## config.mk

```make
export PLATFORM = sky130hd
export DESIGN_NAME = contador_updown_flat
export DESIGN_NICKNAME = d
export VERILOG_FILES = /design/src/rtl/contador_updown_if.sv /design/src/rtl/contador_updown.sv /design/src/flat_wrapper.sv
export SDC_FILE = /design/constraint.sdc
export NUM_CORES = 1
export LEC_CHECK = 0
export BUFFER_PORTS_ARGS = -buffer_cell sky130_fd_sc_hd__buf_2
export CORE_ASPECT_RATIO = 0.9
export CORE_MARGIN = 5
export CORE_UTILIZATION = 40
export DETAILED_ROUTE_END_ITERATION = 12
export PLACE_DENSITY = 0.74
export SYNTH_ARGS = -nofsm -noshare
export SYNTH_HDL_FRONTEND = slang
export SYNTH_SLANG_ARGS = --single-unit
export TNS_END_PERCENT = 50
```

## constraint.sdc

```tcl
create_clock -name clk -period 1.9 [get_ports clk]
set_input_delay 0.38 -clock clk [delete_from_list [all_inputs] [get_ports clk]]
set_output_delay 0.38 -clock clk [all_outputs]
set_load 0.02 [all_outputs]
```

## src/rtl/contador_updown_if.sv

```systemverilog
// -----------------------------------------------------------------------------
// contador_updown_if
// Control and status bundle for the contador_updown up/down counter.
//
// Signals (WIDTH = counter width):
//   ud    1      direction: 1 = count up, 0 = count down
//   en    1      count enable for the next rising clock edge
//   load  1      synchronous parallel load strobe (wins over en)
//   din   WIDTH  parallel load value
//   cont  WIDTH  current registered count
//   tc    1      terminal count for the current direction
//   zero  1      high when cont == 0
//
// Modports:
//   master : drives ud/en/load/din, observes cont/tc/zero
//   slave  : the counter itself
// -----------------------------------------------------------------------------
interface contador_updown_if #(
    parameter int unsigned WIDTH = 8
);
    logic             ud;
    logic             en;
    logic             load;
    logic [WIDTH-1:0] din;
    logic [WIDTH-1:0] cont;
    logic             tc;
    logic             zero;

    modport master (
        output ud, en, load, din,
        input  cont, tc, zero
    );

    modport slave (
        input  ud, en, load, din,
        output cont, tc, zero
    );
endinterface : contador_updown_if

```

## src/rtl/contador_updown.sv

```systemverilog
// -----------------------------------------------------------------------------
// contador_updown
// General-purpose WIDTH-bit up/down event/position counter with parallel load.
// One step per enabled rising clock edge; load has priority over counting.
// At the limits the counter either wraps (SATURATE = 0) or holds (SATURATE = 1).
//
// Parameters:
//   WIDTH     counter width in bits, legal range 2..32
//   SATURATE  0 = modulo-2^WIDTH wrap, 1 = hold at 0 / MAX
//
// Ports:
//   clk   input   rising-edge clock
//   rst   input   asynchronous active-low reset, clears the count immediately
//   bus   slave   ud/en/load/din controls, cont/tc/zero status
//                 (cont registered; tc and zero are decoded from cont and ud)
// -----------------------------------------------------------------------------
module contador_updown #(
    parameter int unsigned WIDTH    = 8,
    parameter int unsigned SATURATE = 0
) (
    input  logic             clk,
    input  logic             rst,
    contador_updown_if.slave bus
);

    localparam logic [WIDTH-1:0] MAX_VAL  = {WIDTH{1'b1}};
    localparam logic [WIDTH-1:0] ZERO_VAL = {WIDTH{1'b0}};
    localparam logic [WIDTH-1:0] ONE_VAL  = {{(WIDTH-1){1'b0}}, 1'b1};
    localparam bit               SAT      = (SATURATE != 0);

    logic [WIDTH-1:0] cont_q;
    logic [WIDTH-1:0] cont_d;
    logic             at_max;
    logic             at_zero;

    assign at_max  = (cont_q == MAX_VAL);
    assign at_zero = (cont_q == ZERO_VAL);

    // Next-state selection: load, then count, then hold.
    always_comb begin
        // NOTE: default assignment first so every path assigns cont_d and no latch is inferred.
        cont_d = cont_q;
        if (bus.load) begin
            cont_d = bus.din;
        end else if (bus.en) begin
            if (bus.ud) begin
                // Plain addition already wraps MAX -> 0; saturation only has to block it.
                if (!(SAT && at_max)) begin
                    cont_d = cont_q + ONE_VAL;
                end
            end else begin
                if (!(SAT && at_zero)) begin
                    cont_d = cont_q - ONE_VAL;
                end
            end
        end
    end

    always_ff @(posedge clk or negedge rst) begin
        // NOTE: non-blocking assignments for registers so every flop samples pre-edge values.
        if (!rst) begin
            cont_q <= ZERO_VAL;
        end else begin
            cont_q <= cont_d;
        end
    end

    // Status decode: tc tracks ud without waiting for a clock edge.
    assign bus.cont = cont_q;
    assign bus.zero = at_zero;
    assign bus.tc   = bus.ud ? at_max : at_zero;

endmodule : contador_updown

```

## src/flat_wrapper.sv

```systemverilog
// flat-port wrapper written by rule: the top's interface ports become plain ports
module contador_updown_flat 
#(
    parameter int unsigned WIDTH    = 8,
    parameter int unsigned SATURATE = 0
)
  (clk, rst, bus_ud, bus_en, bus_load, bus_din, bus_cont, bus_tc, bus_zero);
  contador_updown_if #(.WIDTH(WIDTH)) bus_i ();
  input  logic clk;
  input  logic rst;
  input wire logic [$bits(bus_i.ud)-1:0] bus_ud;
  input wire logic [$bits(bus_i.en)-1:0] bus_en;
  input wire logic [$bits(bus_i.load)-1:0] bus_load;
  input wire logic [$bits(bus_i.din)-1:0] bus_din;
  output wire logic [$bits(bus_i.cont)-1:0] bus_cont;
  output wire logic [$bits(bus_i.tc)-1:0] bus_tc;
  output wire logic [$bits(bus_i.zero)-1:0] bus_zero;
  assign bus_i.ud = bus_ud;
  assign bus_i.en = bus_en;
  assign bus_i.load = bus_load;
  assign bus_i.din = bus_din;
  assign bus_cont = bus_i.cont;
  assign bus_tc = bus_i.tc;
  assign bus_zero = bus_i.zero;
  contador_updown #(.WIDTH(WIDTH), .SATURATE(SATURATE)) u_core (.clk(clk), .rst(rst), .bus(bus_i));
endmodule
```

==> results of run 1 <==
==> layout by cell type (no fill, tap or decap), drive strengths merged, types with 2 or more instances in the layout <==
cell and n:
nor3 2, o22ai 2, o21ai 8, dfrtp 8
or4 2, nand4b 2, mux2 2, a211oi 4
ha 6, buf 43, nor2 3, a21o 4
nand4 2, o21bai 2, xnor2 2, a21oi 5
inv 2, nor4b 2, clkbuf 3, nand2 8
==> cell usage after synthesis, drive strengths merged, types with 2 or more instances <==
master  count
o21ai       8
dfrtp       8
nand2       8
xnor2       2
a21oi       5
nand4b      2
a211oi      4
nor2        3
inv         3
or4         2
nand4       2
mux2        2
nor3        2
clkbuf      3
ha          6
a21o        4
o22ai       2
nor4b       2
o21bai      2
==> cell families after synthesis <==
| logic type | count (synthesis) | share of synthesized area |
|---|---|---|
| adder cells (fa/ha/maj) | 7 | 0.131 |
| AO/OA/AOI/OAI | 29 | 0.256 |
| AND/OR/NAND/NOR | 27 | 0.239 |
| XOR/XNOR | 2 | 0.0241 |
| buffers and inverters | 6 | 0.0309 |
| flip-flops | 8 | 0.275 |
| multiplexers | 3 | 0.0447 |
==> routing by layer <==
metal,up-vias,GRT usage,routed length (um),share of wire
li1,405,-,-,-
met1,397,0.240,986,0.44
met2,32,0.266,1060,0.47
met3,6,0.0266,141,0.063
met4,0,0.0648,51,0.023
met5,-,0,0,0
==> report_power, final <==
| part | switching (mW) | internal [mW] | total, mW |
|---|---|---|---|
| clock network | 0.0557 | 0.0721 | 0.128 |
| registers | 0.0385 | 0.198 | 0.236 |
| logic | 0.250 | 0.275 | 0.525 |
| total | 0.344 | 0.545 | 0.889 |
==> worst max-delay path: stages, from the launching register on <==
cell and delay, ns:
dfrtp_1 0.40, buf_6 0.12, or4_4 0.54, nor2_4 0.11, a21o_1 0.15, buf_6 0.12
==> per-stage QoR <==
step / setup WS (ns) / area, sq um / TNS (ns) / cells
floorplan: -0.162 / 795 / -0.461 / 82
global placement: -0.272 / 1060 / -0.732 / 141
detailed placement: -0.305 / 1060 / -0.891 / 141
CTS: -0.169 / 1150 / -0.379 / 149
global route: -0.228 / 1180 / -0.729 / 150
finish: -0.172 / 1180 / -0.378 / 150
==> final timing paths <==
path	cells past startpoint	from	end	slack, ns
max	5	u_core.bus.cont[1]$_DFFE_PN0P_	bus_tc	-0.17
min reg2reg	2	u_core.bus.cont[5]$_DFFE_PN0P_	u_core.bus.cont[5]$_DFFE_PN0P_	0.68
max in group asynchronous	2	rst	u_core.bus.cont[4]$_DFFE_PN0P_	1.22
min	3	bus_din[2]	u_core.bus.cont[2]$_DFFE_PN0P_	0.34
min in group asynchronous	2	rst	u_core.bus.cont[2]$_DFFE_PN0P_	0.49
max reg2reg	7	u_core.bus.cont[0]$_DFFE_PN0P_	u_core.bus.cont[6]$_DFFE_PN0P_	-0.07
==> what timing repair did <==
item,4_1_cts,5_1_grt
endpoints found under the setup margin,4,6
gates resized for setup,8,6
hold buffers,1,0
gates cloned,0,0
pin swaps,3,3
setup buffers,4,1
hold endpoints to repair,8,0
==> area by class of cell <==
class                   count  area (sq um)
inverters                   3          15.0
repair buffers             44           308
clock buffers               3          22.5
well taps                  24          30.0
fillers                   149           518
multi-input cells          68           604
flip-flops and latches      8           201
==> results_dict.tcl, run 1 <==
set metrics [dict create \
    status "complete, but fails checks" \
    violations "negative setup slack" \
    yosys-top-cells-area "dfrtp_1 27%, ha_1 10%, a211oi_1 4.1%" \
    fp.dieH_um 50.5 \
    synthesis.area_sq_um 728 \
    gp_congestion 0.854 \
    track_usage 0.173 \
    clock-sinks 8 \
    crit_type "register to output port" \
    wirelength_um 2240 \
    vias 840 \
    syn2layout_area_growth_pct 62.2 \
    drive_above_1_share 0.508 \
    cap_violations 0 \
    max_freq_ghz 0.483 \
    p_leak_nw 0.534 \
    cts_tree "built" \
    finalHoldViolCount 0 \
    start_util 0.429 \
    grt_pass1_vias 773 \
    required_ns 1.52 \
    setup_violations 5 \
    row_count 14 \
    die_w_um 55.0 \
    syn_area_per_cell_sq_um 8.88 \
    ir_drop_uv 556 \
    syn-num-nets 102 \
    num_antenna_cells 0 \
    rsz0062_at_grt "yes" \
    setup_ws_ns -0.172 \
    synth-edff-count 0 \
    synth_ff_type "dfrtp_1" \
    io_buffers 22 \
    routedWlPerCell_um 15.0 \
    crit_fanout 2 \
    slew_headroom 0.814 \
    grt_max_degree 18 \
    totalPowerFinal_mw 0.889 \
    period_minus_slack_ns 2.07 \
    synth_top_cell_by_area "dfrtp_1" \
    finalCritPeriodShare 1.09 \
    ys_seq_elements 8 \
    largest_register_ffs 8 \
    worst_setup_path_start_kind "register" \
    grt_pass1_wl_um 3550 \
    synth.distinct_cells 33 \
    dieArea_sq_mm 0.00278 \
    clockBufferDepth 2 \
    antenna_found_initial 0 \
    first_iter_violations 24 \
    numCtsBuffers 3 \
    tightest_slew_ns 0.276 \
    ys_seq_area_frac 0.275 \
    hp-class "primary input to register" \
    power_density_mw_per_mm2 753 \
    arrival_ns 1.69 \
    finalMaxSlewViolations 0 \
    final_core_util 0.695 \
    postSynthCellCount 82 \
    clk_pin_slew_ns 0.05 \
    timing.hold.ws_ns 0.338 \
    post-route-drc-count 0 \
    core_area_sq_mm 0.00170 \
    end_kind "output port" \
    skew_ns 0.00327 \
    clk_latency_ns 0.25 \
    dp_hpwl_um 1690 \
    synth_top_cell_area_share 0.275 \
    ios 23 \
    drtPass1Iterations 4 \
    antenna_left 0 \
    ys_warn_count 0 \
    cts.root.buffer_cell "clkbuf_4" \
    final_nets 148 \
    async_flop_share 1.00 \
    h-tree-depth 1 \
    overflow 0 \
    via_per_inst 5.60 \
]
Note: power is estimated with default switching activity, not from simulation.
==> inputs of run 2 (changes only) <==
--- a/config.mk
+++ b/config.mk
@@ -8,9 +8,9 @@
 export BUFFER_PORTS_ARGS = -buffer_cell sky130_fd_sc_hd__buf_2
 export CORE_ASPECT_RATIO = 0.9
 export CORE_MARGIN = 5
-export CORE_UTILIZATION = 40
+export CORE_UTILIZATION = 44
 export DETAILED_ROUTE_END_ITERATION = 12
-export PLACE_DENSITY = 0.74
+export PLACE_DENSITY = 0.75
 export SYNTH_ARGS = -nofsm -noshare
 export SYNTH_HDL_FRONTEND = slang
 export SYNTH_SLANG_ARGS = --single-unit
==> results_dict.tcl, run 2 (same netlist as run 1, synthesis figures left out) <==
set metrics [dict create \
    clk_latency_ns 0.26 \
    syn2layout_area_growth_pct 64.8 \
    crit_type "register to output port" \
    clock-sinks 8 \
    vias 844 \
    die_w_um 52.9 \
    final_core_util 0.737 \
    final_cells 151 \
    crit_path_end "bus_tc" \
    setup_ws_ns -0.148 \
    worst_setup_path_start_kind "register" \
    dp_hpwl_um 1660 \
    end_kind "output port" \
    track_usage 0.189 \
    final_common_cell "buf_2" \
    tightest_slew_ns 0.269 \
    r2r-start "u_core.bus.cont[0]$_DFFE_PN0P_" \
    mostFrequentLayoutCells "20 x buf_2, 19 x buf_4, 7 x nand2_1" \
    regArea_sq_um 203 \
    max_freq_ghz 0.488 \
    violations "negative setup slack" \
    ios 23 \
    grt_pass1_vias 813 \
    fp.dieH_um 48.6 \
    grt_max_degree 18 \
    p_clk_frac 0.149 \
    slowest_delay_ns 0.53 \
    worst_path_most_repeated_cell "buf_6" \
    routedWlPerCell_um 14.8 \
    clockBufferDepth 2 \
    drive_above_1_share 0.535 \
    multi_input_area_sq_um 612 \
    ff2ff_path_depth 7 \
    largest_register_ffs 8 \
    combPwrFrac 0.588 \
    period_minus_slack_ns 2.05 \
    overflow 0 \
    nFillCells 112 \
    rsz0062_at_grt "yes" \
    gp_congestion 0.807 \
    numCtsBuffers 3 \
    num_antenna_cells 0 \
    p_leak_nw 0.537 \
    cp_cell_sequence "buf_6 > or4_4 > nor2_4 > a21o_1 > buf_6" \
    wirelength_um 2230 \
    row_count 14 \
    power_density_mw_per_mm2 748 \
    switching_share 0.392 \
    cts.root.buffer_cell "clkbuf_4" \
    first_iter_violations 16 \
    intPower_mw 0.545 \
    drtPass1Iterations 4 \
    antenna_left 0 \
    placed_cells_incl_taps 140 \
    hp-class "primary input to register" \
    setup_violations 4 \
    arrival_ns 1.67 \
    cts_tree "built" \
    final_nets 149 \
    h-tree-depth 1 \
    skew_ns 0.00270 \
    core_area_sq_mm 0.00163 \
    antenna_found_initial 0 \
    post-route-drc-count 0 \
    switchingPower_mw 0.352 \
    dieArea_sq_mm 0.00257 \
    finalHoldViolCount 0 \
    crit_fanout 2 \
    critPathLaunch "u_core.bus.cont[0]$_DFFE_PN0P_" \
    start_util 0.447 \
    seq_power_share 0.263 \
    grt_pass1_wl_um 3690 \
    via_per_inst 5.59 \
    status "complete, but fails checks" \
    finalMaxSlewViolations 0 \
    slew_headroom 0.818 \
    cpMaxStageDelayCell "or4_4" \
    r2r_slack_ns -0.02 \
    required_ns 1.52 \
    cap_violations 0 \
    ir_drop_uv 509 \
    reg2reg_to "u_core.bus.cont[6]$_DFFE_PN0P_" \
    clk_pin_slew_ns 0.06 \
    finalCritPeriodShare 1.08 \
    io_buffers 22 \
]
## run 2: changes by cell type in the layout (fill, tap and decap cells not counted), sizes merged
| cell | change |
|---|---|
| buf | +1 |
## run 2: worst min-delay path by stage
stage | startpoint | endpoint | cells past startpoint
2_1_floorplan | rst | u_core.bus.cont[0]$_DFFE_PN0P_ | 0
3_3_place_gp | rst | u_core.bus.cont[1]$_DFFE_PN0P_ | 1
3_5_place_dp | rst | u_core.bus.cont[3]$_DFFE_PN0P_ | 1
4_1_cts | bus_din[0] | u_core.bus.cont[0]$_DFFE_PN0P_ | 3
5_1_grt | bus_din[1] | u_core.bus.cont[1]$_DFFE_PN0P_ | 3
6_report | bus_din[1] | u_core.bus.cont[1]$_DFFE_PN0P_ | 3
## run 2: cell type report
type	instances	share of cell area
sequential	8	0.169
tap	24	0.0250
clock buffer	3	0.0188
inverter	3	0.0125
multi-input combinational	68	0.510
timing repair buffer	45	0.265
## run 2: routing by layer
| metal | vias to the layer above | part of all wire | GRT usage |
|---|---|---|---|
| met1 | 399 | 0.47 | 0.284 |
| met2 | 23 | 0.47 | 0.260 |
| li1 | 413 | - | - |
| met4 | 0 | 0.030 | 0.115 |
| met3 | 9 | 0.035 | 0.00920 |
| met5 | - | 0 | 0 |
## run 2: worst max-delay path: cells and delay by family (launching register included)
kind	cells	cell delay [ns]
DFF	1	0.39
and+or+nand+nor	2	0.63
buffers and inverters	2	0.24
AOI/OAI and AO/OA	1	0.14
## run 2: timing repair
action / in CTS / in global routing
setup endpoints to repair: 6 / 5
gates resized for setup: 13 / 5
hold buffers: 1 / 0
pin swaps: 3 / 2
hold endpoints to repair: 8 / 0
buffers inserted: 7 / 0
## run 2: power groups by stage
stage | registers (mW) | clock network, mW | logic (mW)
finish | 0.236 | 0.134 | 0.527
floorplan | 0.273 | 0 | 0.239
detailed placement | 0.241 | 0 | 0.448
global placement | 0.239 | 0 | 0.434
global route | 0.241 | 0.148 | 0.569
CTS | 0.232 | 0.137 | 0.507
## run 2: metrics by stage
step	hold slack, ns	setup slack [ns]	setup TNS, ns	power [mW]	area, sq um
global placement	0.228	-0.361	-1.23	0.673	1040
global route	0.335	-0.192	-0.555	0.958	1200
CTS	0.327	-0.169	-0.307	0.876	1180
detailed placement	0.233	-0.399	-1.44	0.688	1040
finish	0.332	-0.148	-0.280	0.897	1200
floorplan	0.0844	-0.162	-0.461	0.511	795
==> inputs of run 3 (changes only) <==
--- a/config.mk
+++ b/config.mk
@@ -10,7 +10,7 @@
 export CORE_MARGIN = 5
 export CORE_UTILIZATION = 44
 export DETAILED_ROUTE_END_ITERATION = 12
-export PLACE_DENSITY = 0.75
+export PLACE_DENSITY_LB_ADDON = 0.12
 export SYNTH_ARGS = -nofsm -noshare
 export SYNTH_HDL_FRONTEND = slang
 export SYNTH_SLANG_ARGS = --single-unit
==> results_dict.tcl, run 3 (same netlist as run 1, synthesis figures left out) <==
set metrics [dict create \
    r2r_slack_ns -0.12 \
    max_freq_ghz 0.493 \
    worst_path_most_repeated_cell "buf_6" \
    totalPowerFinal_mw 0.942 \
    ios 23 \
    power_density_mw_per_mm2 756 \
    cp_cell_sequence "buf_6 > or4_4 > nor2_4 > a21o_1 > buf_6" \
    rsz0062_at_grt "yes" \
    wirelength_um 2500 \
    post-route-drc-count 0 \
    io_buffers 22 \
    cp.depth 5 \
    required_ns 1.52 \
    cpMaxStageDelayCell "or4_4" \
    antenna_found_initial 0 \
    drive_above_1_share 0.578 \
    ir_drop_uv 522 \
    overflow 0 \
    slew_headroom 0.773 \
    numCtsBuffers 3 \
    h-tree-depth 1 \
    tightest_slew_ns 0.338 \
    largest_register_ffs 8 \
    dr_wl_met3_um 143 \
    ff2ff_path_depth 8 \
    switching_share 0.398 \
    reg2reg_to "u_core.bus.cont[7]$_DFFE_PN0P_" \
    clk_pin_slew_ns 0.06 \
    first_iter_violations 7 \
    arrival_ns 1.65 \
    crit_type "register to output port" \
    setup_violations 4 \
    setup_ws_ns -0.130 \
    skew_ns 0.00217 \
    dp_hpwl_um 1660 \
    crit_fanout 2 \
    gp_congestion 0.856 \
    violations "negative setup slack" \
    combPwrFrac 0.606 \
    seq_power_share 0.254 \
    finalHoldViolCount 0 \
    cts.root.buffer_cell "clkbuf_4" \
    finalCritPeriodShare 1.07 \
    vias 856 \
    routedWlPerCell_um 16.4 \
    timing.hold.ws_ns 0.337 \
    cap_violations 0 \
    slowest_delay_ns 0.54 \
    dr.max_layer_used "met4" \
    p_clk_frac 0.140 \
    final_nets 150 \
    row_count 14 \
    worst_setup_path_start_kind "register" \
    intPower_mw 0.567 \
    placed_cells_incl_taps 143 \
    final_cells 152 \
    via_per_inst 5.63 \
    cp_top_family "simple AND/OR/NAND/NOR gates" \
    clock-sinks 8 \
    grt_max_degree 18 \
    p_leak_nw 0.550 \
    core_area_sq_mm 0.00163 \
    fp.dieH_um 48.6 \
    crit_buf_inv 2 \
    finalMaxSlewViolations 0 \
    dieArea_sq_mm 0.00257 \
    crit_path_end "bus_tc" \
    switchingPower_mw 0.375 \
    grt_pass1_vias 825 \
    antenna_left 0 \
    cts_tree "built" \
    wl_met2_um 1210 \
    clockBufferDepth 2 \
    end_kind "output port" \
    status "complete, but fails checks" \
    drt-met1-wl_um 1060 \
    critPathLaunch "u_core.bus.cont[0]$_DFFE_PN0P_" \
    r2r-start "u_core.bus.cont[1]$_DFFE_PN0P_" \
    mostFrequentLayoutCells "20 x buf_2, 20 x buf_4, 7 x nand2_1" \
    die_w_um 52.9 \
    start_util 0.447 \
    grt_pass1_wl_um 3750 \
    hp-class "primary input to register" \
    syn2layout_area_growth_pct 71.1 \
    num_antenna_cells 0 \
    drtPass1Iterations 4 \
    track_usage 0.197 \
    period_minus_slack_ns 2.03 \
    clk_latency_ns 0.25 \
]
==> run 3: metal layers <==
| metal | track usage | vias to the layer above |
|---|---|---|
| met2 | 0.306 | 35 |
| li1 | - | 411 |
| met5 | 0 | - |
| met3 | 0.0276 | 8 |
| met4 | 0.106 | 0 |
| met1 | 0.259 | 402 |
==> run 3: cell type report <==
class / instances / area [sq um]
well taps: 24 / 30.0
fillers: 124 / 383
flip-flops and latches: 8 / 203
multi-input cells: 68 / 651
repair buffers: 46 / 325
inverters: 3 / 15.0
clock buffers: 3 / 22.5
==> run 3: repair_timing <==
action | 4_1_cts | 5_1_grt
buffers inserted | 4 | 1
hold buffers | 1 | 0
gates resized for setup | 15 | 10
hold endpoints to repair | 8 | 0
endpoints found under the setup margin | 5 | 6
pin swaps | 3 | 1
==> run 3: worst min-delay path by stage <==
stage / startpoint / end / slack (ns) / cells past startpoint
floorplan: rst / u_core.bus.cont[0]$_DFFE_PN0P_ / 0.08 / 0
global placement: rst / u_core.bus.cont[2]$_DFFE_PN0P_ / 0.23 / 1
detailed placement: rst / u_core.bus.cont[2]$_DFFE_PN0P_ / 0.23 / 1
CTS: bus_din[7] / u_core.bus.cont[7]$_DFFE_PN0P_ / 0.32 / 3
global route: bus_din[0] / u_core.bus.cont[0]$_DFFE_PN0P_ / 0.33 / 3
finish: bus_din[0] / u_core.bus.cont[0]$_DFFE_PN0P_ / 0.34 / 3
==> run 3: worst reg2reg max path, delay by kind of cell, from the launching register on <==
kind,cells,cell delay [ns]
compound gates,2,0.15
simple gates,3,0.79
flops,1,0.39
fa+ha+maj,1,0.28
buf+inv,2,0.28
==> run 3: stage by stage <==
| stage | cell area [sq um] | setup TNS, ns | util | worst slack [ns] |
|---|---|---|---|---|
| 2_1_floorplan | 795 | -0.461 | - | -0.162 |
| 3_3_place_gp | 1070 | -0.908 | 0.657 | -0.273 |
| 3_5_place_dp | 1070 | -1.09 | 0.657 | -0.299 |
| 4_1_cts | 1190 | -0.339 | 0.728 | -0.133 |
| 5_1_grt | 1250 | -0.688 | 0.765 | -0.185 |
| 6_report | 1250 | -0.404 | 0.765 | -0.130 |
==> run 3: power groups by stage <==
stage,clock (mW),combinational [mW],sequential (mW)
after floorplan,0,0.239,0.273
after global placement,0,0.451,0.240
after detailed placement,0,0.460,0.240
after CTS,0.137,0.507,0.237
after global routing,0.149,0.615,0.243
final,0.132,0.571,0.239
